File: config.mk
export PLATFORM = sky130hd
export DESIGN_NAME = gf163_reduce_pipe
export DESIGN_NICKNAME = d
export VERILOG_FILES = /design/src/rtl/gf163_pkg.sv /design/src/rtl/gf163_reduce_pipe_fold.sv /design/src/rtl/gf163_reduce_pipe.sv
export SDC_FILE = /design/constraint.sdc
export NUM_CORES = 1
export LEC_CHECK = 0
export BUFFER_PORTS_ARGS = -buffer_cell sky130_fd_sc_hd__buf_2
export CELL_PAD_IN_SITES_DETAIL_PLACEMENT = 1
export CELL_PAD_IN_SITES_GLOBAL_PLACEMENT = 2
export CORE_MARGIN = 5
export CORE_UTILIZATION = 33
export DETAILED_ROUTE_END_ITERATION = 10
export PLACE_DENSITY_LB_ADDON = 0.1
export SYNTH_ARGS = -nofsm -noshare
export SYNTH_HDL_FRONTEND = slang
export SYNTH_SLANG_ARGS = --single-unit
File: constraint.sdc
create_clock -name clk -period 1.5 [get_ports clk]
set_clock_uncertainty 0.2 [all_clocks]
set_input_delay 0.225 -clock clk [delete_from_list [all_inputs] [get_ports clk]]
set_output_delay 0.225 -clock clk [all_outputs]
set_load 0.02 [all_outputs]
File: src/rtl/gf163_pkg.sv
// Shared constants and types for GF(2^163) reduction modulo
// f(x) = x^163 + x^7 + x^6 + x^3 + 1.
package gf163_pkg;
  localparam int GF_M      = 163;
  localparam int GF_PROD_W = 325;
  localparam int GF_FOLD_W = 169;
  localparam int GF_TAP_A  = 3;
  localparam int GF_TAP_B  = 6;
  localparam int GF_TAP_C  = 7;

  typedef logic [GF_M-1:0]      gf_elem_t;
  typedef logic [GF_PROD_W-1:0] gf_prod_t;
endpackage

File: src/rtl/gf163_reduce_pipe_fold.sv
// One carry-less fold step: res = low ^ hi ^ hi<<3 ^ hi<<6 ^ hi<<7.
// OW defaults to the wider of the field width and the top shifted bit.
module gf163_fold
  import gf163_pkg::*;
#(
  parameter int HW = 162,
  parameter int OW = (HW + GF_TAP_C > GF_M) ? (HW + GF_TAP_C) : GF_M
) (
  input  logic [GF_M-1:0] low,
  input  logic [HW-1:0]   hi,
  output logic [OW-1:0]   res
);
  logic [OW-1:0] low_ext;
  logic [OW-1:0] hi_ext;

  always_comb begin
    low_ext = '0;
    low_ext[GF_M-1:0] = low;
    hi_ext = '0;
    hi_ext[HW-1:0] = hi;
    res = low_ext ^ hi_ext ^ (hi_ext << GF_TAP_A) ^ (hi_ext << GF_TAP_B)
        ^ (hi_ext << GF_TAP_C);
  end
endmodule

File: src/rtl/gf163_reduce_pipe.sv
// Two-stage pipelined reducer of 325-bit GF(2) products to GF(2^163) elements.
// Optional out_zero flag is enabled by defining GF163_REDUCE_ZERO_FLAG_EN.
module gf163_reduce_pipe
  import gf163_pkg::*;
(
  input  logic         clk,
  input  logic         rst_n,
  input  logic         in_valid,
  output logic         in_ready,
  input  logic [324:0] in_data,
  output logic         out_valid,
  input  logic         out_ready,
  output logic [162:0] out_data
`ifdef GF163_REDUCE_ZERO_FLAG_EN
  ,
  output logic         out_zero
`endif
);
  // Handshake: a beat transfers on a rising edge where valid && ready; a stage
  // advances when it is empty or its downstream consumer takes its beat.
  logic                 s2_adv;
  logic                 s1_adv;
  logic                 s1_valid_q, s1_valid_d;
  logic [GF_FOLD_W-1:0] t_q, t_d;
  logic                 out_valid_q, out_valid_d;
  gf_elem_t             out_data_q, out_data_d;
  logic [GF_FOLD_W-1:0] t_fold;
  gf_elem_t             r_fold;

  gf163_fold #(.HW(GF_PROD_W - GF_M), .OW(GF_FOLD_W)) u_fold1 (
    .low (in_data[GF_M-1:0]),
    .hi  (in_data[GF_PROD_W-1:GF_M]),
    .res (t_fold)
  );

  gf163_fold #(.HW(GF_FOLD_W - GF_M), .OW(GF_M)) u_fold2 (
    .low (t_q[GF_M-1:0]),
    .hi  (t_q[GF_FOLD_W-1:GF_M]),
    .res (r_fold)
  );

  always_comb begin
    s2_adv      = !out_valid_q || out_ready;
    s1_adv      = !s1_valid_q || s2_adv;
    s1_valid_d  = s1_valid_q;
    t_d         = t_q;
    out_valid_d = out_valid_q;
    out_data_d  = out_data_q;
    if (s1_adv) begin
      s1_valid_d = in_valid;
      if (in_valid) t_d = t_fold;
    end
    if (s2_adv) begin
      out_valid_d = s1_valid_q;
      if (s1_valid_q) out_data_d = r_fold;
    end
  end

  always_ff @(posedge clk or negedge rst_n) begin
    if (!rst_n) begin
      s1_valid_q  <= 1'b0;
      t_q         <= '0;
      out_valid_q <= 1'b0;
      out_data_q  <= '0;
    end else begin
      s1_valid_q  <= s1_valid_d;
      t_q         <= t_d;
      out_valid_q <= out_valid_d;
      out_data_q  <= out_data_d;
    end
  end

`ifdef GF163_REDUCE_ZERO_FLAG_EN
  logic out_zero_q, out_zero_d;

  // Loads alongside out_data so the flag always describes the held result.
  always_comb begin
    out_zero_d = out_zero_q;
    if (s2_adv && s1_valid_q) out_zero_d = (r_fold == '0);
  end

  always_ff @(posedge clk or negedge rst_n) begin
    if (!rst_n) out_zero_q <= 1'b0;
    else        out_zero_q <= out_zero_d;
  end

  assign out_zero = out_zero_q;
`endif

  assign in_ready  = s1_adv;
  assign out_valid = out_valid_q;
  assign out_data  = out_data_q;
endmodule

# Word-level counts from Yosys, hierarchy flattened
# Cells that the tools add are included.
# Widths: inputs -> output; s select.
# totals
ff_bits	334
input_bits	329
# classes
bitwise	8
n_reduce_logical	6
# ops
operator	count
$xor 169x165->169	1
$xor 169x168->169	1
$xor 169x169->169	1
$xor 163x12->163	1
$xor 163x13->163	1
$xor 163x162->163	1
$xor 163x6->163	1
$xor 163x9->163	1
$reduce_and 2->1	2
$logic_not 1->1	2
$logic_or 1x1->1	2

# Logic depth before layout (Yosys ltp)
# Gate-level depths: netlist of the first run.
# logic_depth
depth_word	4
ltp_mapped	5

# Cells and area by module
# Synthesis of the first run repeated with hierarchy kept, for this count alone.
# unflattened
cells_unflattened	1295
hier_area_um2	19540.0
# by_module_without_submodules
mod	instances	cells_per_inst	area_each_um2	seq_area_each_um2
gf163_reduce_pipe	1	707	12445.7	8358.0
gf163_fold at u_fold1	1	417	5784.3	0.0
gf163_fold at u_fold2	1	171	1310.0	0.0

# Worst setup path after synthesis of the first run
# OpenSTA, ideal clock, no wires.
# synth_path
path_kind	reg-to-reg
startpoint	register out_valid_q, in the netlist out_valid
endpoint	register t_q[100]
setup_time_ns	0.127
arrival_ns	1.481
required_ns	1.173
setup_slack_ns	-0.308
path_stages_with_launch	6
n_path_buf	2
synth_period_minus_slack_ns	1.808
path_cell_list	dfrtp_1 > nand3b_2 > nand2_4 > buf_8 > buf_8 > mux2_1
# synth_between
elab_chain_cells	4
# synth_lines
item	line	rtl
start, declared	gf163_reduce_pipe.sv:25	logic out_valid_q, out_valid_d;
start signal, assigned	gf163_reduce_pipe.sv:68	out_valid_q <= out_valid_d;
$logic_not 1->1	gf163_reduce_pipe.sv:43	s2_adv = !out_valid_q || out_ready;
$logic_or 1x1->1	gf163_reduce_pipe.sv:43	
$logic_or 1x1->1	gf163_reduce_pipe.sv:44	s1_adv = !s1_valid_q || s2_adv;
net in_ready	gf163_reduce_pipe.sv:9	output logic in_ready,
$reduce_and 2->1 (no line)	n/a	
end signal, assigned	gf163_reduce_pipe.sv:67	t_q <= t_d;
end, declared	gf163_reduce_pipe.sv:24	logic [GF_FOLD_W-1:0] t_q, t_d;
# The timed path passes the listed nets, and every way through them passes these cells.
# A chain may end at the register's enable or synchronous reset.

# Worst setup path after layout of the first run
# layout_path
startpoint	register s1_valid_q
endpoint	register out_data_q[89], in the netlist out_data[89]
# layout_between
elab_chain_cells	1
# layout_lines
item	line	rtl
start, declared	gf163_reduce_pipe.sv:23	logic s1_valid_q, s1_valid_d;
start signal, assigned	gf163_reduce_pipe.sv:66	s1_valid_q <= s1_valid_d;
$reduce_and 2->1 (no line)	n/a	
end signal, assigned	gf163_reduce_pipe.sv:69	out_data_q <= out_data_d;
end, declared	gf163_reduce_pipe.sv:26	gf_elem_t out_data_q, out_data_d;
# No other way between the ends.

==> flow_metrics.env, run 1 <==
export IMPL_status="finished with violations"
export IMPL_violations="hold timing, setup timing"
export IMPL_die_h_um=246
export IMPL_drt_total_wl_um=55700
export IMPL_critPathLaunchType="flip-flop"
export IMPL_avgSynthCellArea_um2=16.1
export IMPL_slew_headroom_pct=74.7
export IMPL_grt_overflow=0
export IMPL_p_sw_uw=13300
export IMPL_fin_ws_ns=-0.245
export IMPL_cts_max_path_buffers=3
export IMPL_synth_cell_types=14
export IMPL_final_core_util_pct=45.9
export IMPL_yosysSeqAreaShare_pct=45.3
export IMPL_ys_seq_elements=334
export IMPL_grt_pass1_vias=13074
export IMPL_yosys_warnings=0
export IMPL_setup_viol=441
export IMPL_dr_total_vias=11546
export IMPL_crit_path_end_kind="flip-flop"
export IMPL_pin_count=494
export IMPL_final_instance_count_excl_fill=2619
export IMPL_period_needed_ns=1.75
export IMPL_p_int_uw=26000
export IMPL_cp_required_ns=1.71
export IMPL_via_per_inst=4.41
export IMPL_startpoint="s1_valid_q"
export IMPL_p_leak_uw=0.0126
export IMPL_insertion_delay_ns=0.53
export IMPL_worstHoldPathType="in -> reg"
export IMPL_final_nets=2173
export IMPL_drive_gt1_share_pct=51.0
export IMPL_die_area_um2=60700
export IMPL_gp_congestion=0.812
export IMPL_io_buffer_count=493
export IMPL_die_width_um=246
export IMPL_syn_nets=1472
export IMPL_fmax_mhz=573
export IMPL_grt_first_pass_wirelength_um=80500
export IMPL_antenna_found_initial=1
export IMPL_clock_sinks=334
export IMPL_initial_core_util_pct=33.4
export IMPL_crit_path_max_fanout=10
export IMPL_total_power_uw=39200
export IMPL_firstDrtPassIters=4
export IMPL_seq_power_share_pct=37.4
export IMPL_maxCapViolCount=0
export IMPL_path_clk_slew_ns=0.06
export IMPL_r2r_start="s1_valid_q"
export IMPL_finalCritPeriodShare_pct=116
export IMPL_core_um2=55200
export IMPL_mappedNetlistArea_um2=18500
export IMPL_clockPowerShare_pct=24.9
export IMPL_min_from="out_ready"
export IMPL_worst_slew_pin_slew_ns=0.379
export IMPL_rows=86
export IMPL_htree_levels=2
export IMPL_hpwl_um=43100
export IMPL_final_antenna_net_count=0
export IMPL_rsz0062_at_grt="yes"
export IMPL_cts_hold_buf=25
export IMPL_worst_ep_arrival_time_ns=1.95
export IMPL_crit_type="reg -> reg"
export IMPL_hold_viol=21
export IMPL_p_per_area_nw_per_um2=1550
export IMPL_place_ws_ns=-0.247
export IMPL_cts_tree="done"
export IMPL_p_sw_share_pct=33.8
export IMPL_numCtsBuffers=39
export IMPL_synthCells=1143
export IMPL_dp_cells=2503
export IMPL_ir_worst_vdd_mv=0.832
export IMPL_area_growth_pct=37.2
export IMPL_drt_initial_drc_count=273
export IMPL_hold_worst_slack_ns=-0.0646
export IMPL_grt_max_degree=60
export IMPL_combPwrFrac_pct=37.7
export IMPL_clock_root_buffer="clkbuf_16"
export IMPL_wire_per_inst_um=21.3
export IMPL_grt_total_usage_pct=17.4
export IMPL_drc_errors=0
export IMPL_drv_slew=0
power groups by stage:
stage	logic, µW	clock network, µW	registers (µW)
5_1_grt	15900	10500	15200
3_3_place_gp	14500	0	14700
2_1_floorplan	6550	0	16800
3_5_place_dp	14700	0	14900
6_report	14800	9760	14700
4_1_cts	14900	10100	14800
cell usage in the layout, fill, tap and decap left out:
cell / netlist / routed
buf_2: 9 / 489
dfrtp_1: 334 / 332
xnor2_1: 173 / 173
xnor3_1: 155 / 155
mux2_2: 152 / 152
buf_4: 6 / 135
mux2_1: 180 / 116
xor2_1: 108 / 108
mux2_4: 0 / 64
clkbuf_16: 0 / 50
dlygate4sd3_1: 0 / 25
buf_12: 0 / 17
clkbuf_8: 0 / 12
buf_16: 0 / 8
clkbuf_1: 0 / 6
buf_6: 9 / 6
nand2_8: 0 / 5
clkinv_2: 0 / 5
bufinv_16: 0 / 3
buf_8: 11 / 3
nand2b_1: 3 / 2
dfrtp_2: 0 / 2
diode_2: 0 / 1
nand3b_4: 0 / 1
nand2b_4: 0 / 1
registers in the layout (all words and copies together), names as in the netlist:
name	flops
s1_valid_q	1
out_valid	1
out_data	163
t_q	169
worst max-delay path, cell delays in order, from the launching register on:
cell and delay, ns:
dfrtp_1 0.42, buf_4 0.19, nand2_8 0.18, buf_4 0.16
buf_12 0.13, mux2_2 0.34
cells by family (layout without fill, tap and decap cells):
family,Yosys count,in the layout,share of synthesized area [%]
flops,334,334,45.3
buf+inv,35,759,1.93
other cells,0,1,0
mux,332,332,20.3
simple gates,6,9,0.258
xor+xnor,436,436,32.3
synthesized netlist by cell type:
cell type  instances  area (µm²)
dfrtp_1          334        8360
mux2_1           180        2030
xnor2_1          173        1520
xnor3_1          155        3490
mux2_2           152        1710
xor2_1           108         946
buf_8             11         165
buf_2              9        45.0
buf_6              9         101
buf_4              6        45.0
nand2b_1           3        18.8
nand2_2            1        6.26
nand2_4            1        11.3
nand3b_2           1        11.3
metal layers:
metal / vias to the layer above / track usage [%] / routed length [µm]
met1: 5839 / 22.0 / 23200
met2: 286 / 29.6 / 27600
met5: - / 0 / 0
met4: 0 / 3.27 / 672
li1: 5374 / - / -
met3: 47 / 5.44 / 4120
path summary, 6_finish.rpt:
check                                     to  slack (ns)  cells after the start
worst min register to register  out_data[95]        0.28                      1
worst max register to register  out_data[89]       -0.25                      5
min in group asynchronous           t_q[146]       -0.04                      2
worst max-delay path            out_data[89]       -0.25                      5
max in group asynchronous             t_q[1]        0.48                      3
worst min-delay path              s1_valid_q       -0.06                      4
repair_timing:
| item | in CTS | in global routing |
|---|---|---|
| setup endpoints to repair | 495 | 496 |
| setup buffers | 4 | 4 |
| endpoints found under the hold margin | 356 | 17 |
| gates resized for setup | 24 | 11 |
| pin swaps | 1 | 1 |
| gates cloned | 3 | 13 |
cell type report:
type | instances | area, µm²
repair buffers | 692 | 4610
diodes | 1 | 2.50
multi-input cells | 777 | 10100
clock inverters | 8 | 115
flip-flops and latches | 334 | 8360
fillers | 5704 | 29900
clock buffers | 59 | 1210
well taps | 748 | 936
through the flow:
stage | cell area, µm² | TNS (ns)
4_1_cts | 24900 | -69.88
5_1_grt | 25300 | -82.35
3_5_place_dp | 23200 | -52.48
2_1_floorplan | 18700 | -30.10
6_report | 25300 | -56.28
3_3_place_gp | 23200 | -50.34
No activity file was read; power rests on OpenSTA's default activity.
==> inputs of run 2 (changes only) <==
--- a/config.mk
+++ b/config.mk
@@ -8,10 +8,11 @@
 export BUFFER_PORTS_ARGS = -buffer_cell sky130_fd_sc_hd__buf_2
 export CELL_PAD_IN_SITES_DETAIL_PLACEMENT = 1
 export CELL_PAD_IN_SITES_GLOBAL_PLACEMENT = 2
-export CORE_MARGIN = 5
-export CORE_UTILIZATION = 33
+export CORE_MARGIN = 2
+export CORE_UTILIZATION = 37
 export DETAILED_ROUTE_END_ITERATION = 10
 export PLACE_DENSITY_LB_ADDON = 0.1
+export RECOVER_POWER = 50
 export SYNTH_ARGS = -nofsm -noshare
 export SYNTH_HDL_FRONTEND = slang
 export SYNTH_SLANG_ARGS = --single-unit
==> constraint.sdc (replaced) <==
create_clock -name clk -period 1.8 [get_ports clk]
set_clock_uncertainty 0.2 [all_clocks]
set_input_delay 0.27 -clock clk [delete_from_list [all_inputs] [get_ports clk]]
set_output_delay 0.27 -clock clk [all_outputs]
set_load 0.02 [all_outputs]
==> run 2 against run 1 <==
  * The run now ends clean
  * Core utilization rose by 1.8 points
  * Sequential share of layout area increased by 2.7 points
  * Wire length shrank 11%
  * First-iteration DRC count fell by 12%
  * Sequential cell count stayed put
  * Register-to-register slack better by 0.31 ns
  * Sequential power fell by 18%
  * Cell area fell by 7.7%
  * Final cell count down 8.6%
  * Critical path depth down 1
  * Combinational power down 24%
  * Highest routed layer unchanged
==> flow_metrics.env, run 2 (synthesis gave the netlist of run 1 again) <==
export IMPL_startpoint="out_ready"
export IMPL_drt_initial_drc_count=241
export IMPL_core_um2=49100
export IMPL_crit_path_max_fanout=3
export IMPL_io_buffer_count=493
export IMPL_tns_ns=0
export IMPL_drv_slew=0
export IMPL_antenna_cells=0
export IMPL_wire_per_inst_um=20.6
export IMPL_fin_ws_ns=0.0238
export IMPL_hold_viol=0
export IMPL_met2_usage_pct=32.0
export IMPL_finalCritPeriodShare_pct=98.7
export IMPL_r2r_start="s1_valid_q"
export IMPL_path_clk_slew_ns=0.05
export IMPL_drc_errors=0
export IMPL_grt_use_met1_pct=24.6
export IMPL_multiInputGateArea_um2=9780
export IMPL_ir_worst_vdd_mv=0.633
export IMPL_cts_tree="done"
export IMPL_layout_common_cells="buf_2, dfrtp_1, mux2_1, xnor2_1, xnor3_1"
export IMPL_grt_busiest_layer="met2"
export IMPL_initial_core_util_pct=37.6
export IMPL_use_met3_pct=5.01
export IMPL_grt_max_degree=71
export IMPL_cp_required_ns=1.33
export IMPL_die_h_um=227
export IMPL_p_leak_uw=0.0114
export IMPL_r2r_cells=6
export IMPL_place_ws_ns=-0.0307
export IMPL_die_area_um2=51700
export IMPL_cts_max_path_buffers=3
export IMPL_dr_total_vias=11027
export IMPL_period_needed_ns=1.78
export IMPL_top_register="t_q"
export IMPL_htree_levels=2
export IMPL_worstReg2RegEnd="out_data[38]"
export IMPL_numCtsBuffers=38
export IMPL_firstDrtPassIters=4
export IMPL_grt_overflow=0
export IMPL_area_growth_pct=26.7
export IMPL_regArea_um2=8360
export IMPL_worst_ep_arrival_time_ns=1.31
export IMPL_final_antenna_net_count=0
export IMPL_largest_reg_flops=169
export IMPL_via_per_inst=4.60
export IMPL_worstHoldPathType="in -> async"
export IMPL_worst_slew_pin_slew_ns=0.811
export IMPL_critPathLaunchType="input port"
export IMPL_grt_pass1_vias=12166
export IMPL_maxCapViolCount=0
export IMPL_final_nets=2032
export IMPL_fmax_mhz=563
export IMPL_rows=81
export IMPL_antenna_found_initial=0
export IMPL_p_per_area_nw_per_um2=1320
export IMPL_grt_total_usage_pct=19.1
export IMPL_n_fill_cell=5101
export IMPL_slew_headroom_pct=45.9
export IMPL_status="finished, final reports clean"
export IMPL_final_common_cell="buf_2"
export IMPL_clock_sinks=334
export IMPL_setup_viol=0
export IMPL_r2r_setup_slack_ns=0.06
export IMPL_gp_congestion=0.819
export IMPL_insertion_delay_ns=0.54
export IMPL_pin_count=494
export IMPL_crit_path_end_kind="output port"
export IMPL_clock_root_buffer="clkbuf_16"
export IMPL_grt_first_pass_wirelength_um=73600
export IMPL_crit_type="in -> out"
export IMPL_drive_gt1_share_pct=43.4
export IMPL_drt_total_wl_um=49300
export IMPL_hpwl_um=39100
export IMPL_die_width_um=227
## run 2: worst max-delay path by stage
stage                    end  slack, ns  depth (start not counted)
2_1_floorplan       t_q[100]       0.05                          5
6_report            in_ready       0.02                          4
3_3_place_gp    out_data[89]     -0.003                          5
4_1_cts        out_data[150]     -0.007                          4
3_5_place_dp   out_data[114]      -0.03                          5
5_1_grt        out_data[114]     -0.003                          5
## run 2: area by class of cell
type,instances,area share (%)
Tap cell,664,3.55
Clock buffer,52,4.87
Timing Repair Buffer,555,13.5
Clock inverter,16,0.509
Sequential cell,334,35.8
Multi-Input combinational cell,774,41.8
## run 2: routing by layer
metal | vias to the layer above | wire length, µm | share of wire, %
li1 | 5087 | - | -
met1 | 5607 | 20800 | 42
met2 | 293 | 24300 | 49
met3 | 40 | 3420 | 6.9
met4 | 0 | 795 | 1.6
met5 | - | 0 | 0
## run 2: metrics by stage
stage | cell area, µm² | cells | utilization [%] | hold WS (ns) | power (µW)
finish | 23400 | 2395 | 47.6 | 0.0129 | 31000
CTS | 23400 | 2391 | 47.7 | 0.00372 | 31500
floorplan | 18500 | 1143 | - | -0.226 | 18900
detailed placement | 21900 | 2300 | 44.6 | -0.0219 | 23600
global placement | 21900 | 2300 | 44.6 | -0.0261 | 23300
global route | 23400 | 2395 | 47.6 | 0.0246 | 32800
## run 2: report_power, final
group          total [µW]  internal, µW  leakage, µW  switching, µW
sequential          12100         10500      0.00391           1610
clock                7670          4570     0.000618           3100
combinational       11200          5180      0.00691           6000
total               31000         20200       0.0114          10700
## run 2: repair_timing
| item | 4_1_cts | 5_1_grt |
|---|---|---|
| setup buffers | 2 | 4 |
| hold endpoints to repair | 337 | 0 |
| pin swaps | 1 | 1 |
| resized for setup | 3 | 5 |
| endpoints found under the setup margin | 3 | 126 |
| hold buffers | 21 | 0 |
## run 2: critical path, stage by stage
cell and delay [ns]:
dlygate4sd3_1 0.54, buf_2 0.14, nand3b_4 0.19, buf_6 0.16
